$ cat config.mk
export PLATFORM = sky130hd
export DESIGN_NAME = coproc_tx_serializer
export DESIGN_NICKNAME = d
export VERILOG_FILES = /design/src/rtl/coproc_tx_serializer.sv
export SDC_FILE = /design/constraint.sdc
export NUM_CORES = 1
export LEC_CHECK = 0
export CAP_MARGIN = 20
export CORE_ASPECT_RATIO = 1.25
export CORE_MARGIN = 4
export CORE_UTILIZATION = 43
export CTS_BUF_LIST = sky130_fd_sc_hd__clkbuf_8
export CTS_CLUSTER_DIAMETER = 50
export DETAILED_ROUTE_END_ITERATION = 16
export PLACE_DENSITY = 0.69
export SYNTH_ARGS = -nofsm -noshare
export SYNTH_HDL_FRONTEND = slang
export SYNTH_SLANG_ARGS = --single-unit
export TNS_END_PERCENT = 20
$ cat constraint.sdc
create_clock -name clk -period 6.5 [get_ports clk]
set_input_delay 0.975 -clock clk [delete_from_list [all_inputs] [get_ports clk]]
set_output_delay 0.975 -clock clk [all_outputs]
set_load 0.005 [all_outputs]
$ cat src/rtl/coproc_tx_serializer.sv
// +----------------------------------------------------------------------------+
// | coproc_tx_serializer: buffers coprocessor result words, emits them as bytes |
// | Revision: 1.0                                                              |
// +----------------------------------------------------------------------------+
`default_nettype none

module coproc_tx_serializer #(
  parameter int WIDTH_DIN  = 128,
  parameter int FIFO_DEPTH = 4,
  parameter int MSB_FIRST  = 1
) (
  input  logic                          clk,
  input  logic                          rst,
  input  logic [WIDTH_DIN-1:0]          din,
  input  logic                          din_valid,
  output logic [7:0]                    tx_data,
  output logic                          tx_valid,
  input  logic                          tx_ready,
  output logic [$clog2(FIFO_DEPTH):0]   fifo_count,
  output logic                          busy,
  output logic                          overflow
);

  localparam int NB = WIDTH_DIN / 8;
  localparam int PW = $clog2(FIFO_DEPTH);
  localparam int CW = PW + 1;
  localparam int IW = (NB > 1) ? $clog2(NB) : 1;

  typedef enum logic [0:0] {IDLE = 1'b0, SEND = 1'b1} state_t;

  state_t               state;
  logic [WIDTH_DIN-1:0] mem [FIFO_DEPTH];
  logic [PW-1:0]        wr_ptr;
  logic [PW-1:0]        rd_ptr;
  logic [WIDTH_DIN-1:0] shreg;
  logic [IW-1:0]        idx;

  logic                 xfer;
  logic                 last;
  logic                 empty;
  logic                 full;
  logic                 pop;
  logic                 push;
  logic                 valid_next;
  logic [CW-1:0]        count_next;
  logic [WIDTH_DIN-1:0] head;

  function automatic logic [7:0] first_byte(input logic [WIDTH_DIN-1:0] v);
    if (MSB_FIRST != 0) return v[WIDTH_DIN-1 -: 8];
    else                return v[7:0];
  endfunction

  // shreg holds only the bytes not yet presented, aligned so first_byte works on it
  function automatic logic [WIDTH_DIN-1:0] drop_byte(input logic [WIDTH_DIN-1:0] v);
    if (MSB_FIRST != 0) return v << 8;
    else                return v >> 8;
  endfunction

  assign xfer  = tx_valid & tx_ready;
  assign last  = (idx == IW'(NB - 1));
  assign empty = (fifo_count == '0);
  assign full  = (fifo_count == CW'(FIFO_DEPTH));
  assign head  = mem[rd_ptr];

  assign pop        = !empty && ((state == IDLE) || (xfer && last));
  assign push       = din_valid && (!full || pop);
  assign count_next = fifo_count + CW'(push) - CW'(pop);
  assign valid_next = (state == IDLE) ? !empty : !(xfer && last && empty);

  always_ff @(posedge clk) begin
    if (push) mem[wr_ptr] <= din;
  end

  always_ff @(posedge clk or posedge rst) begin
    if (rst) begin
      state      <= IDLE;
      wr_ptr     <= '0;
      rd_ptr     <= '0;
      fifo_count <= '0;
      shreg      <= '0;
      idx        <= '0;
      tx_data    <= '0;
      tx_valid   <= 1'b0;
      busy       <= 1'b0;
      overflow   <= 1'b0;
    end else begin
      if (push) wr_ptr <= wr_ptr + PW'(1);
      if (pop)  rd_ptr <= rd_ptr + PW'(1);
      fifo_count <= count_next;
      busy       <= valid_next || (count_next != '0);
      if (din_valid && !push) overflow <= 1'b1;

      case (state)
        IDLE: begin
          if (pop) begin
            shreg    <= drop_byte(head);
            tx_data  <= first_byte(head);
            idx      <= '0;
            tx_valid <= 1'b1;
            state    <= SEND;
          end
        end
        SEND: begin
          if (xfer) begin
            if (!last) begin
              tx_data <= first_byte(shreg);
              shreg   <= drop_byte(shreg);
              idx     <= idx + IW'(1);
            end else if (pop) begin
              shreg   <= drop_byte(head);
              tx_data <= first_byte(head);
              idx     <= '0;
            end else begin
              tx_valid <= 1'b0;
              idx      <= '0;
              state    <= IDLE;
            end
          end
        end
        default: state <= IDLE;
      endcase
    end
  end

endmodule

`default_nettype wire
==> run summary <==
Status: finished, final reports clean
DR pass1 iterations: 6
Pleak: 9.59 nW
Fraction of layout instances using a drive strength above 1: 28.7%
Cell area after synthesis: 25200 um2
CTS root buf: clkbuf_8
Top Ports: 146
Starting DRT DRC Count: 924
Setup bufs post-CTS: 0
GPL Wtd Cong: 0.720
Area of the core: 58200 um2
Area leader, netlist: edfxtp_1
Clock Latency Late Sink: 0.69 ns
CTS tree: built
Worst EP required: 7.06 ns
Max FO, Critical Path: 7
Area contributors post-synth: edfxtp_1 (61%), dfrtp_1 (15%), mux4_2 (11%)
Final hold vios: 0
Critical path data arrival time: 4.17 ns
Layout area overhead: 16.2%
Skew final: 0.0299 ns
Slew @ Worst Pin: 1.02 ns
RSZ-0062 raised after global routing: false
Total Power: 12.2 mW
Syn nets: 1332
Synthesis warning total: 0
Post-synthesis compound-gate area fraction: 6.12%
Post-Synth Adder-Cell Area: 0.427%
Avg Inst Size Synth: 21.2 um2
DR vias: 12100
Max-slew violation count: 0
Die area: 62600 um2
Largest family of logic cells by synthesized area: multiplexers
Final Cycle Share: 55.6%
Synth Area in Simple Gates: 3.98%
# rows: 99
Drt drc: 0
Top FF cell, synth: edfxtp_1
Maxcap violations: 0
DIE WIDTH: 225 um
Post-synth EDFFs: 512
Multiplexer share of the synthesized area: 11.5%
Nets: 1519
CP Capture Type: register
Post-cts resize count: 0
Max VDD drop: 0.000218 V
ANT nets after route: 0
Total gr overflow: 0
Synth cell count leaders: edfxtp_1 (512), dfrtp_1 (151), mux4_2 (128), nand2b_1 (128), o221a_2 (128)
CTS Buffer Depth: 3
Placement Setup Slack: 2.19 ns
# fillers: 4698
Crit path time final: 3.62 ns
Ys async rst share: 22.8%
I/O Buffers: 145
Reg clk slew, reported paths: 0.06 ns
CTS buffer count: 96
Max Freq: 277 MHz
Startpoint Class: primary input
Fin worst setup slack: 2.88 ns
Initial antenna violation count: 12
Setup violations, final: 0
Syn Inst Count: 1192
Yosys reg bits: 663
First-pass GRT wire length: 80.8 mm
Top-count cell post-synth: edfxtp_1
Initial Util: 43.3%
Vias in the first global route: 13000
Post-DR vias/cell: 5.43
CTS sink cnt: 663
Largest net degree at the start of global routing: 83
Sequential cell area fraction in the yosys report: 76.0%
Pwr Density: 418 nW/um2
Hold_buf cts: 0
CP Class: primary input to register
Hpwl dp: 30.0 mm
Setup TNS: 0 ns
Drt wl/cell: 23.6 um
Xor and xnor area share after synthesis: 0.174%
Die H: 279 um
Post-Route WL: 52.5 mm
Post-synth top area share: 61.0%
Htree depth: 3
Hold Crit Class: register to register
Post-synth cell types: 35
GRT Overall Usage: 16.9%
Slew headroom: 32.1%
-- report_power, final --
group          switching [mW]  internal [mW]  total, mW
logic                    1.28           1.56       2.83
clock network            1.54           1.65       3.19
registers               0.556           5.66       6.21
total                    3.37           8.86       12.2
-- path summary, 6_finish.rpt --
kind | from | slack [ns] | end | depth (start not counted)
max | tx_ready | 2.88 | busy$_DFF_PP0_ | 12
min | shreg[5]$_DFFE_PP0N_ | 0.50 | shreg[5]$_DFFE_PP0N_ | 1
max reg2reg | idx[0]$_DFFE_PP0P_ | 3.16 | busy$_DFF_PP0_ | 11
min reg2reg | shreg[5]$_DFFE_PP0N_ | 0.50 | shreg[5]$_DFFE_PP0N_ | 1
max in group asynchronous | rst | 4.38 | rd_ptr[0]$_DFFE_PP0N_ | 3
min in group asynchronous | rst | 0.76 | shreg[52]$_DFFE_PP0N_ | 2
-- kinds of logic (layout without fill, tap and decap cells) --
logic type	Yosys count	after routing
AO/OA/AOI/OAI	141	141
XOR/XNOR	5	5
adder cells (fa/ha/maj)	8	8
buffers and inverters	80	349
flip-flops	663	663
multiplexers	130	130
other	0	3
AND/OR/NAND/NOR	165	165
-- critical path: stages --
cell and delay, ns:
clkdlybuf4s50_1 0.59, nand3_1 0.14, o2111ai_1 0.49, and2_1 0.26
inv_1 0.06, ha_1 0.27, inv_1 0.04, ha_1 0.19
fa_1 0.40, xor2_1 0.16, xnor2_1 0.15, or4_1 0.46
-- cell type report --
type / instances / area, um2 / area share [%]
clock buffers: 115 / 1580 / 5.40
multi-input cells: 449 / 5640 / 19.2
clock inverters: 65 / 305 / 1.04
repair buffers: 161 / 1620 / 5.53
well taps: 757 / 947 / 3.23
inverters: 8 / 35.0 / 0.120
diodes: 3 / 7.51 / 0.0256
flip-flops and latches: 663 / 19200 / 65.4
-- per-stage QoR --
| stage | hold slack [ns] | cells | utilization [%] | area [um2] |
|---|---|---|---|---|
| CTS | 0.507 | 2218 | 50.3 | 29300 |
| finish | 0.504 | 2221 | 50.3 | 29300 |
| global route | 0.531 | 2219 | 50.3 | 29300 |
| floorplan | 0.465 | 1192 | - | 25200 |
| detailed placement | 0.487 | 2038 | 47.1 | 27400 |
| global placement | 0.484 | 2038 | 47.1 | 27400 |
-- placed cells by master (no fill, tap or decap), types with 3 or more instances in the layout --
cell             count
edfxtp_1           512
dfrtp_1            149
clkdlybuf4s50_1    145
mux4_2             128
nand2b_1           128
o221a_2            128
clkbuf_8           115
inv_1               43
clkinv_2            13
buf_4               12
clkinv_1            10
nand2_1              8
nor2b_1              8
ha_1                 7
nand3_1              5
clkinvlp_4           5
o21ai_0              4
nor2_1               4
and3_4               4
buf_12               4
diode_2              3
a21oi_1              3
xnor2_1              3
-- flip-flops by register name (all words and copies together), names as in the netlist --
signal and cells:
busy 1, tx_valid 1, fifo_count 3, tx_data 8
overflow 1, shreg 128, rd_ptr 2, wr_ptr 2
idx 4, state 1, mem 512
-- per-layer routing --
layer  global-route usage, %  up-vias  wire (um)
met2                    28.6      290      27400
met4                    5.66       16       1160
li1                        -     5307          -
met1                    21.8     6372      21200
met3                    3.87       86       2650
met5                       0        -         98
No activity file was read; power rests on OpenSTA's default activity.
